### config.mk
export PLATFORM = sky130hd
export DESIGN_NAME = spi_slave_tx
export DESIGN_NICKNAME = d
export VERILOG_FILES = /design/src/rtl/spi_pkg.sv /design/src/rtl/spi_tx_fifo.sv /design/src/rtl/spi_slave_tx.sv
export SDC_FILE = /design/constraint.sdc
export NUM_CORES = 1
export LEC_CHECK = 0
export BUFFER_PORTS_ARGS = -buffer_cell sky130_fd_sc_hd__buf_2
export CORE_MARGIN = 5
export CORE_UTILIZATION = 25
export DETAILED_ROUTE_END_ITERATION = 12
export PLACE_DENSITY = 0.5
export RECOVER_POWER = 50
export SYNTH_ARGS = -nofsm -noshare
export SYNTH_HDL_FRONTEND = slang
export SYNTH_SLANG_ARGS = --single-unit
export TNS_END_PERCENT = 100
### constraint.sdc
create_clock -name clk -period 2.2 [get_ports clk]
set_clock_uncertainty 0.05 [all_clocks]
set_input_delay 0.66 -clock clk [delete_from_list [all_inputs] [get_ports clk]]
set_output_delay 0.66 -clock clk [all_outputs]
set_load 0.005 [all_outputs]
### src/rtl/spi_pkg.sv
// Shared types and constants for the SPI slave transmitter.
package spi_pkg;

    typedef enum logic [1:0] {
        IDLE  = 2'd0,
        LOAD  = 2'd1,
        SHIFT = 2'd2
    } spi_state_e;

    localparam int TX_FIFO_DEPTH = 4;
    localparam logic [7:0] DEFAULT_FILL_BYTE = 8'h00;

endpackage

### src/rtl/spi_tx_fifo.sv
// Transmit byte buffer: circular FIFO of DEPTH entries (DEPTH = 1 is a holding register).
module spi_tx_fifo #(
    parameter int DEPTH = 1
) (
    input  logic       clk,
    input  logic       rst,
    input  logic       push,
    input  logic       pop,
    input  logic [7:0] din,
    output logic [7:0] dout,
    output logic       full,
    output logic       empty
);

    localparam int AW = (DEPTH > 1) ? $clog2(DEPTH) : 1;
    localparam int CW = $clog2(DEPTH + 1);
    localparam logic [AW-1:0] LAST = AW'(DEPTH - 1);
    localparam logic [CW-1:0] FULL_CNT = CW'(DEPTH);

    logic [7:0] mem_q [DEPTH];
    logic [7:0] mem_d [DEPTH];
    logic [AW-1:0] wr_q, wr_d;
    logic [AW-1:0] rd_q, rd_d;
    logic [CW-1:0] cnt_q, cnt_d;
    logic do_push, do_pop;

    assign full  = (cnt_q == FULL_CNT);
    assign empty = (cnt_q == '0);
    assign dout  = mem_q[rd_q];

    // A push while full is dropped even if a pop happens in the same cycle.
    always_comb begin
        do_push = push && !full;
        do_pop  = pop && !empty;
        mem_d   = mem_q;
        wr_d    = wr_q;
        rd_d    = rd_q;
        cnt_d   = cnt_q;
        if (do_push) begin
            mem_d[wr_q] = din;
            wr_d = (wr_q == LAST) ? '0 : wr_q + 1'b1;
        end
        if (do_pop) begin
            rd_d = (rd_q == LAST) ? '0 : rd_q + 1'b1;
        end
        if (do_push && !do_pop) begin
            cnt_d = cnt_q + 1'b1;
        end else if (do_pop && !do_push) begin
            cnt_d = cnt_q - 1'b1;
        end
    end

    always_ff @(posedge clk or negedge rst) begin
        if (!rst) begin
            mem_q <= '{default: '0};
            wr_q  <= '0;
            rd_q  <= '0;
            cnt_q <= '0;
        end else begin
            mem_q <= mem_d;
            wr_q  <= wr_d;
            rd_q  <= rd_d;
            cnt_q <= cnt_d;
        end
    end

endmodule

### src/rtl/spi_slave_tx.sv
// SPI mode-0 slave transmitter: buffered bytes go out MSB first on miso.
// Define SPI_TX_FIFO_EN for a 4-entry FIFO instead of a single holding register.
module spi_slave_tx
    import spi_pkg::*;
#(
    parameter logic [7:0] FILL_BYTE = DEFAULT_FILL_BYTE
) (
    input  logic       clk,
    input  logic       rst,
    input  logic       sck,
    input  logic       cs,
    output logic       miso,
    output logic       miso_oe,
    input  logic [7:0] tx_data,
    input  logic       tx_valid,
    output logic       tx_ready,
    output logic       byte_sent,
    output logic       underrun
);

`ifdef SPI_TX_FIFO_EN
    localparam int BUF_DEPTH = TX_FIFO_DEPTH;
`else
    localparam int BUF_DEPTH = 1;
`endif

    logic sck_meta_q, sck_meta_d;
    logic sck_sync_q, sck_sync_d;
    logic sck_prev_q, sck_prev_d;
    logic cs_meta_q, cs_meta_d;
    logic cs_sync_q, cs_sync_d;
    logic cs_prev_q, cs_prev_d;
    logic sck_rise, sck_fall, cs_fall;

    spi_state_e state_q, state_d;
    logic [2:0] cnt_q, cnt_d;
    logic [7:0] shift_q, shift_d;

    logic boundary, load_now;
    logic buf_push, buf_pop, buf_full, buf_empty;
    logic [7:0] buf_dout;

    spi_tx_fifo #(
        .DEPTH(BUF_DEPTH)
    ) u_buf (
        .clk  (clk),
        .rst  (rst),
        .push (buf_push),
        .pop  (buf_pop),
        .din  (tx_data),
        .dout (buf_dout),
        .full (buf_full),
        .empty(buf_empty)
    );

    assign tx_ready = !buf_full;
    assign buf_push = tx_valid && tx_ready;

    // Two-flop synchronizers plus one history flop for edge detection.
    always_comb begin
        sck_meta_d = sck;
        sck_sync_d = sck_meta_q;
        sck_prev_d = sck_sync_q;
        cs_meta_d  = cs;
        cs_sync_d  = cs_meta_q;
        cs_prev_d  = cs_sync_q;
    end

    assign sck_rise = sck_sync_q && !sck_prev_q;
    assign sck_fall = !sck_sync_q && sck_prev_q;
    assign cs_fall  = !cs_sync_q && cs_prev_q;

    always_ff @(posedge clk or negedge rst) begin
        if (!rst) begin
            sck_meta_q <= 1'b0;
            sck_sync_q <= 1'b0;
            sck_prev_q <= 1'b0;
            cs_meta_q  <= 1'b1;
            cs_sync_q  <= 1'b1;
            cs_prev_q  <= 1'b1;
        end else begin
            sck_meta_q <= sck_meta_d;
            sck_sync_q <= sck_sync_d;
            sck_prev_q <= sck_prev_d;
            cs_meta_q  <= cs_meta_d;
            cs_sync_q  <= cs_sync_d;
            cs_prev_q  <= cs_prev_d;
        end
    end

    always_ff @(posedge clk or negedge rst) begin
        if (!rst) begin
            state_q <= IDLE;
        end else begin
            state_q <= state_d;
        end
    end

    always_comb begin
        state_d = state_q;
        unique case (state_q)
            IDLE:    if (cs_fall) state_d = LOAD;
            LOAD:    state_d = SHIFT;
            SHIFT:   if (cs_sync_q) state_d = IDLE;
            default: state_d = IDLE;
        endcase
    end

    // A deasserted cs outranks a coincident sck fall, so an abort never pops.
    always_comb begin
        miso_oe   = (state_q != IDLE);
        miso      = miso_oe && shift_q[7];
        boundary  = (state_q == SHIFT) && !cs_sync_q && sck_fall
                    && (cnt_q == 3'd7);
        load_now  = (state_q == LOAD) || boundary;
        buf_pop   = load_now && !buf_empty;
        underrun  = load_now && buf_empty;
        byte_sent = boundary;
    end

    always_comb begin
        cnt_d   = cnt_q;
        shift_d = shift_q;
        unique case (state_q)
            SHIFT: begin
                if (cs_sync_q) begin
                    cnt_d = 3'd0;
                end else if (sck_fall) begin
                    cnt_d = cnt_q + 3'd1;
                end
            end
            default: cnt_d = 3'd0;
        endcase
        if (load_now) begin
            shift_d = buf_empty ? FILL_BYTE : buf_dout;
        end else if ((state_q == SHIFT) && !cs_sync_q && sck_fall) begin
            shift_d = {shift_q[6:0], 1'b0};
        end
    end

    always_ff @(posedge clk or negedge rst) begin
        if (!rst) begin
            cnt_q   <= 3'd0;
            shift_q <= 8'h00;
        end else begin
            cnt_q   <= cnt_d;
            shift_q <= shift_d;
        end
    end

    // Rising sck only marks the master's sample point; both edges are never seen together.
    always_ff @(posedge clk) begin
        if (rst) begin
            assert (!(sck_rise && sck_fall));
        end
    end

endmodule

# Word-level counts from Yosys, hierarchy flattened
# Index checks and enable logic that the tools add are counted.
word_totals:
  input_bits: 13
  wordCells: 69
  output_inout_bits: 5
  ff_bits: 30
classes:
  n_reduce_logical: 25
  n_eq_ne: 6
  bitwise_logic: 1
  n_addsub: 5
  n_mux: 16
  n_lt_le_gt_ge: 3
op_table:
  columns: ["op", "n"]
  rows:
  - ["two-way mux 8 bit", 5]
  - ["logical AND 1 bit", 14]
  - ["two-way mux 3 bit", 3]
  - ["bitwise mux 8 bit", 1]
  - ["case mux 2 bit (3 select lines)", 1]
  - ["nonzero test 2 bit", 3]
  - ["logical NOT 1 bit", 5]
  - ["two-way mux 1 bit", 4]
  - ["two-way mux 2 bit", 2]
  - ["inequality test 2 bit (second input constant)", 2]
  - ["adder 1 bit (second input constant)", 3]
  - ["adder 3 x 1 -> 3 bit (second input constant)", 1]
  - ["== test 3 bit (second input constant)", 1]
  - ["inequality test 3 bit (second input constant)", 1]
  - ["== test 2 x 1 -> 1 bit (second input constant)", 1]
  - ["== test 2 bit (second input constant)", 1]
  - ["logical NOT 2 bit", 1]
  - ["< comparator 1 bit (second input constant)", 2]
  - ["AND reduction 2 bit", 1]
  - ["greater-or-equal comparator 1 bit (second input constant)", 1]
  - ["logical OR 1 bit", 1]
  - ["NOT 1 bit", 1]
  - ["subtractor 1 bit (second input constant)", 1]

# Logic depth before layout (Yosys ltp)
# Gate-level depths: netlist of the first run.
depth:
  word_depth: 10
  mapped_depth: 6
  ltp_nobuf: 5

# Cells and area by module
# From an unflattened synthesis of the first run, not the netlist that was laid out.
hier_totals:
  cells_unflattened: 97
  area_unflattened_um2: 1233.7
by_module_without_submodules:
  columns: ["module", "area_each_um2", "n_inst", "cells_per_inst", "seq_area_each_um2"]
  rows:
  - ["spi_slave_tx", 859.6, 1, 76, 479.2]
  - ["spi_tx_fifo", 374.1, 1, 21, 225.2]

# Worst setup path after synthesis of the first run
# No wires, ideal clock.
synth_path:
  path_type: "flip-flop to output port"
  startpoint: "register cnt_q[0]"
  endpoint: "output underrun"
  n_path_buf: 0
  t_required_ns: 1.490
  stages_incl_launch_ff: 5
  arrival_time_ns: 1.092
  path_slack_ns: 0.398
  path_cell_list: "dfrtp_1 -> ha_1 -> ha_1 -> a31oi_4 -> nor2_1"
synth_via:
  elab_chain_cells: 4
synth_lines:
  columns: ["item", "line_no", "rtl"]
  rows:
  - ["from (decl)", "spi_slave_tx.sv:36", "logic [2:0] cnt_q, cnt_d;"]
  - ["from (signal assigned)", "spi_slave_tx.sv:146", "cnt_q <= cnt_d;"]
  - ["== test 3 bit", "spi_slave_tx.sv:114", "&& (cnt_q == 3'd7);"]
  - ["logical AND 1 bit", "spi_slave_tx.sv:114", null]
  - ["logical OR 1 bit", "spi_slave_tx.sv:115", "load_now = (state_q == LOAD) || boundary;"]
  - ["logical AND 1 bit", "spi_slave_tx.sv:117", "underrun = load_now && buf_empty;"]
  - ["to (decl)", "spi_slave_tx.sv:18", "output logic underrun"]
# Every way passes these cells.

# Worst setup path after layout of the first run
# Same ends and word-level chain as after synthesis.

==> flow_metrics.env, run 1 <==
export IMPL_synth_cells=95
export IMPL_nets=132
export IMPL_drt_iter0_markers=34
export IMPL_synthFlopType="dfrtp_1"
export IMPL_drive_gt1_share_pct=40.52
export IMPL_hold_slack_ps=305.4
export IMPL_grt_use_total_pct=7.468
export IMPL_cts_root_buf="clkbuf_8"
export IMPL_dr_pass1_iters=4
export IMPL_grt_max_degree=29
export IMPL_fmax_mhz=471.7
export IMPL_htreeDepth=1
export IMPL_min_path_type="reg -> reg"
export IMPL_synth_nets=110
export IMPL_power_leakage_nw=0.6291
export IMPL_slew_headroom_pct=0.9382
export IMPL_final_core_util_pct=29.84
export IMPL_dp_cells=165
export IMPL_placed_area_mm2=0.001336
export IMPL_cts_reportedPaths_clkPinSlew_ps=90
export IMPL_worstSetupEndpointType="output pin"
export IMPL_via_per_inst=4.429
export IMPL_grt_pass1_vias=779
export IMPL_final_cell_count_no_fill=170
export IMPL_yosysTopAreaCell="dfrtp_1"
export IMPL_yosysWarnings=0
export IMPL_syn_area_per_cell_um2=12.70
export IMPL_rows=25
export IMPL_antenna_found_initial=0
export IMPL_ys_ff_latch=28
export IMPL_numCtsBuffers=3
export IMPL_area_growth_pct=16.08
export IMPL_clockBufferDepth=2
export IMPL_finalCritPeriodShare_pct=96.35
export IMPL_finalHoldViolCount=0
export IMPL_clock_sinks=28
export IMPL_synth_edff_count=0
export IMPL_regToRegStartpoint="cnt_q[0]"
export IMPL_overflow=0
export IMPL_dieArea_mm2=0.006314
export IMPL_tightest_slew_ps=1486
export IMPL_hold_buffers=0
export IMPL_port_buffers=17
export IMPL_ys_top_cells_by_count="dfrtp_1 (25), nor2_1 (9), mux2_2 (8), nand3_1 (8)"
export IMPL_max_cap_violations=0
export IMPL_vdd_drop_max_mv=0.3558
export IMPL_wl_mm=2.100
export IMPL_tns_ps=0
export IMPL_period_minus_slack_ps=2120
export IMPL_path_max_fanout=3
export IMPL_synth_async_reset_ratio_pct=100.0
export IMPL_synth_cell_types=29
export IMPL_arrival_ps=1410
export IMPL_crit_path_start_kind="flip-flop"
export IMPL_syn_area_mm2=0.001206
export IMPL_vias=753
export IMPL_ios=18
export IMPL_worstSetupPathType="reg -> out"
export IMPL_powerDensity_mw_per_mm2=1039
export IMPL_routedWlPerCell_um=12.35
export IMPL_maxSlewViolCount=0
export IMPL_fp_coreArea_mm2=0.004692
export IMPL_die_x_um=79.46
export IMPL_postLayoutCellArea_mm2=0.001400
export IMPL_setup_violations=0
export IMPL_drcViolationCount=0
export IMPL_rsz0062_at_grt="yes"
export IMPL_status="completed"
export IMPL_drtAntennaViolNets=0
export IMPL_startpoint="cnt_q[0]"
export IMPL_synthTopCellsByArea="dfrtp_1 (52%), mux2_2 (7.5%), dfstp_2 (6.5%), a31oi_1 (3.6%), nand3_1 (3.3%)"
export IMPL_dpl_hpwl_mm=1.576
export IMPL_die_h_um=79.46
export IMPL_initial_core_util_pct=25.71
export IMPL_netlist_area_leader_share_pct=51.87
export IMPL_cts_tree="done"
export IMPL_diodes=0
export IMPL_worstPathRequired_ps=1490
export IMPL_gp_congestion=0.7279
export IMPL_grt_pass1_wl_mm=3.643
export IMPL_yosysSeqAreaShare_pct=58.40
export IMPL_yosysMostFrequentCell="dfrtp_1"
export IMPL_worstHoldStart="sck_meta_q"
export IMPL_clk_latency_ps=280
## path summary, 6_finish.rpt
path | endpoint | slack (ps) | cells past startpoint
max in group asynchronous | sck_prev_q | 570 | 1
min in group asynchronous | shift_q[2] | 670 | 1
setup / recovery | underrun | 80 | 5
hold reg to reg | sck_prev_d | 310 | 0
hold / removal | sck_prev_d | 310 | 0
setup reg to reg | shift_q[5] | 740 | 6
## through the flow
stage                     power (mW)  setup slack [ps]
after floorplan                1.052             398.4
after global placement         1.126             333.1
after detailed placement       1.148             313.8
after CTS                      1.471             41.50
after global routing           1.551            -19.10
final                          1.454             80.22
## cell families (layout without fill, tap and decap cells)
kind of cell / after synthesis / count (layout) / share of synthesized area (%)
AND/OR/NAND/NOR: 36 / 36 / 16.18
XOR/XNOR: 1 / 1 / 0.7263
AO/OA/AOI/OAI: 12 / 12 / 9.128
adder cells (fa/ha/maj): 2 / 2 / 2.074
multiplexers: 10 / 10 / 9.129
buffers and inverters: 6 / 27 / 4.356
flip-flops: 28 / 28 / 58.40
## flip-flops by register name, summed over array words and instances (netlist names)
signal,cells
u_buf.mem_q,8
cs_meta_q,1
sck_prev_q,1
u_buf.full,1
cs_prev_d,1
state_q,2
cnt_q,3
sck_meta_q,1
sck_prev_d,1
cs_prev_q,1
shift_q,8
## cell type report
cell class                      count  area [um^2]
Multi-Input combinational cell     61        451.7
Timing Repair Buffer               21        113.9
Inverter                            2        7.507
Sequential cell                    28        704.4
Clock buffer                        4        55.05
Tap cell                           54        67.56
Fill cell                         484         3292
## cells in the final DEF, fill, tap and decap left out, types with 2 or more instances in the layout
| cell | Yosys | layout |
|---|---|---|
| dfrtp_1 | 25 | 25 |
| buf_2 | 1 | 16 |
| nor2_1 | 9 | 9 |
| mux2_2 | 8 | 8 |
| nand3_1 | 8 | 8 |
| nand2_1 | 7 | 7 |
| a31oi_1 | 7 | 7 |
| clkbuf_8 | 1 | 4 |
| buf_4 | 0 | 4 |
| dfstp_2 | 3 | 3 |
| nor2b_1 | 2 | 2 |
| inv_1 | 2 | 2 |
| or2_2 | 2 | 2 |
| mux2i_1 | 2 | 2 |
| nor2_2 | 2 | 2 |
## per-layer routing
metal | wire length (um) | global-route usage (%) | vias up | share of wire, %
li1 | - | - | 370 | -
met1 | 1007 | 9.682 | 362 | 48
met2 | 941 | 11.10 | 16 | 45
met3 | 88 | 1.806 | 5 | 4.2
met4 | 61 | 4.639 | 0 | 2.9
met5 | 0 | 0 | - | 0
## power breakdown
part / switching (mW) / internal (mW) / leakage [nW]
Sequential: 0.124 / 0.680 / 0.327
Combinational: 0.139 / 0.187 / 0.273
Clock: 0.163 / 0.161 / 0.0288
Total: 0.426 / 1.03 / 0.629
## critical path, stage by stage (launching register included)
cell	delay (ps)
dfrtp_1	390
ha_1	200
ha_2	200
a31oi_4	150
nor2_1	50
buf_2	130
## repair_timing
item,4_1_cts,5_1_grt
endpoints found under the setup margin,1,1
hold endpoints to repair,0,0
pin swaps,0,0
resized for setup,1,0
setup buffers,0,1
(Power assumes the default switching activity.)
==> run 2: changes to the inputs <==
- CTS_CLUSTER_DIAMETER: unset -> 60
- SYNTH_HIERARCHICAL: unset -> 1
- clock period: 2.2 -> 2.4 ns (I/O delays scaled with it)
==> flow_metrics.env, run 2 <==
export IMPL_status="complete, but fails checks"
export IMPL_violations="max-capacitance violations, max-slew violations"
export IMPL_pre_cts_ws_ps=281.6
export IMPL_grt_max_degree=29
export IMPL_slew_headroom_pct=-0.6170
export IMPL_clockBufferDepth=2
export IMPL_antenna_found_initial=0
export IMPL_cts_reportedPaths_clkPinSlew_ps=100
export IMPL_cts_tree="done"
export IMPL_rows=25
export IMPL_via_per_inst=4.146
export IMPL_vdd_drop_max_mv=0.3809
export IMPL_final_cell_mix="dfrtp_1 (25), buf_2 (16), nor2b_1 (9), nand2_1 (9), mux2_4 (8)"
export IMPL_drt_iter0_markers=19
export IMPL_area_growth_pct=20.79
export IMPL_worstSetupEndpointType="output pin"
export IMPL_fmax_mhz=429.7
export IMPL_placed_area_mm2=0.001386
export IMPL_path_cells="or3b_4 -> nand2b_4 -> o21ai_2 -> and2_1 -> buf_2"
export IMPL_hold_slack_ps=308.3
export IMPL_dpl_hpwl_mm=1.602
export IMPL_synth_async_reset_ratio_pct=100.0
export IMPL_yosysMostFrequentCell="dfrtp_1"
export IMPL_clock_sinks=28
export IMPL_ios=18
export IMPL_hold_buffers=0
export IMPL_syn_area_per_cell_um2=12.72
export IMPL_fill_cells=512
export IMPL_worstSetupPathType="reg -> out"
export IMPL_numCtsBuffers=3
export IMPL_cp_top_family="simple AND/OR/NAND/NOR gates"
export IMPL_dr_pass1_iters=4
export IMPL_cp_slowest_cell="dfstp_2"
export IMPL_grt_pass1_wl_mm=3.836
export IMPL_power_leakage_nw=0.6777
export IMPL_worstPathRequired_ps=1630
export IMPL_overflow=0
export IMPL_synth_nets=112
export IMPL_synth_edff_count=0
export IMPL_syn_area_mm2=0.001234
export IMPL_vias=767
export IMPL_diodes=0
export IMPL_drive_gt1_share_pct=35.59
export IMPL_synthTopCellsByArea="dfrtp_1 (51%), mux2_4 (9.7%), dfstp_2 (6.4%), a2bb2oi_1 (5.0%), nor2b_1 (4.6%)"
export IMPL_htreeDepth=1
export IMPL_routedWlPerCell_um=12.10
export IMPL_netlist_area_leader_share_pct=50.71
export IMPL_grt_pass1_vias=835
export IMPL_nets=134
export IMPL_cts_root_buf="clkbuf_8"
export IMPL_dieArea_mm2=0.006439
export IMPL_initial_core_util_pct=25.95
export IMPL_grt_use_total_pct=7.651
export IMPL_path_max_fanout=5
export IMPL_postLayoutCellArea_mm2=0.001490
export IMPL_rsz0062_at_grt="yes"
export IMPL_synthFlopType="dfrtp_1"
export IMPL_max_cap_violations=1
export IMPL_synth_cells=97
export IMPL_crit_path_start_kind="flip-flop"
export IMPL_setup_slack_ps=72.74
export IMPL_synth_cell_types=26
export IMPL_wl_mm=2.239
export IMPL_tightest_slew_ps=1509
export IMPL_arrival_ps=1560
export IMPL_drcViolationCount=0
export IMPL_yosysTopAreaCell="dfrtp_1"
export IMPL_final_common_cell="dfrtp_1"
export IMPL_ys_ff_latch=28
export IMPL_setup_violations=0
export IMPL_slowest_delay_ps=390
export IMPL_yosysWarnings=6
export IMPL_yosysSeqAreaShare_pct=57.10
export IMPL_fp_coreArea_mm2=0.004755
export IMPL_finalHoldViolCount=0
export IMPL_period_minus_slack_ps=2327
export IMPL_final_core_util_pct=31.34
export IMPL_clk_latency_ps=280
export IMPL_critPathBufInv=1
export IMPL_die_h_um=80.25
export IMPL_drtAntennaViolNets=0
export IMPL_powerDensity_mw_per_mm2=962.2
export IMPL_port_buffers=17
export IMPL_finalCritPeriodShare_pct=96.97
export IMPL_ys_top_cells_by_count="dfrtp_1 (25), nand2_1 (9), nor2b_1 (9)"
export IMPL_die_x_um=80.25
export IMPL_reg_largest_list="shift_q: 8 flops, u_buf/mem_q: 8 flops, cnt_q: 3 flops"
export IMPL_min_path_type="reg -> reg"
export IMPL_gp_congestion=0.7642
export IMPL_maxSlewViolCount=29
run 2: logic make-up (layout without fill, tap and decap cells):
family                   count (synthesis)  after routing  synth area share, %
multiplexers                            10             10                11.36
buffers and inverters                    7             28                3.447
XOR/XNOR                                 1              1               0.7101
AO/OA/AOI/OAI                           18             18                10.65
AND/OR/NAND/NOR                         31             31                14.71
flip-flops                              28             28                57.10
adder cells (fa/ha/maj)                  2              2                2.028
run 2: timing repair:
| item | in CTS | in global routing |
|---|---|---|
| resized for setup | 1 | 3 |
| setup endpoints to repair | 1 | 1 |
| endpoints found under the hold margin | 0 | 0 |
| setup buffers | 2 | 0 |
| pin swaps | 0 | 1 |
run 2: area by class of cell:
class / count / area, um^2 / area share, %
clock buffers: 3 / 41.29 / 2.771
multi-input cells: 62 / 505.5 / 33.92
inverters: 3 / 11.26 / 0.7557
repair buffers: 21 / 113.9 / 7.641
flip-flops and latches: 28 / 704.4 / 47.27
clock inverters: 1 / 30.03 / 2.015
well taps: 67 / 83.83 / 5.626
run 2: final timing paths:
path	end	slack, ps	depth (start not counted)	from
max in group asynchronous	u_buf/mem_q[0]	680	1	rst
setup / recovery	underrun	70	5	cs_prev_d
hold reg to reg	sck_prev_d	310	0	sck_meta_q
min in group asynchronous	u_buf/mem_q[4]	740	1	rst
setup reg to reg	shift_q[3]	760	5	cs_prev_d
hold / removal	sck_prev_d	310	0	sck_meta_q
run 2: per-layer routing:
layer | GRT usage [%] | share of wire [%]
met3 | 2.242 | 4.1
met4 | 3.547 | 1.9
met1 | 9.889 | 49
met2 | 11.67 | 45
met5 | 0 | 0
run 2: where the power goes:
part           internal (mW)  switching, mW
combinational          0.234          0.129
clock                  0.223          0.152
sequential             0.615         0.0808
total                   1.07          0.361
run 2: per-stage QoR:
step | instances | setup TNS (ps) | total power [mW]
2_1_floorplan | 97 | 0 | 0.9755
3_5_place_dp | 179 | 0 | 1.067
5_1_grt | 185 | -1.786 | 1.517
4_1_cts | 185 | 0 | 1.448
6_report | 185 | 0 | 1.434
3_3_place_gp | 179 | 0 | 1.061
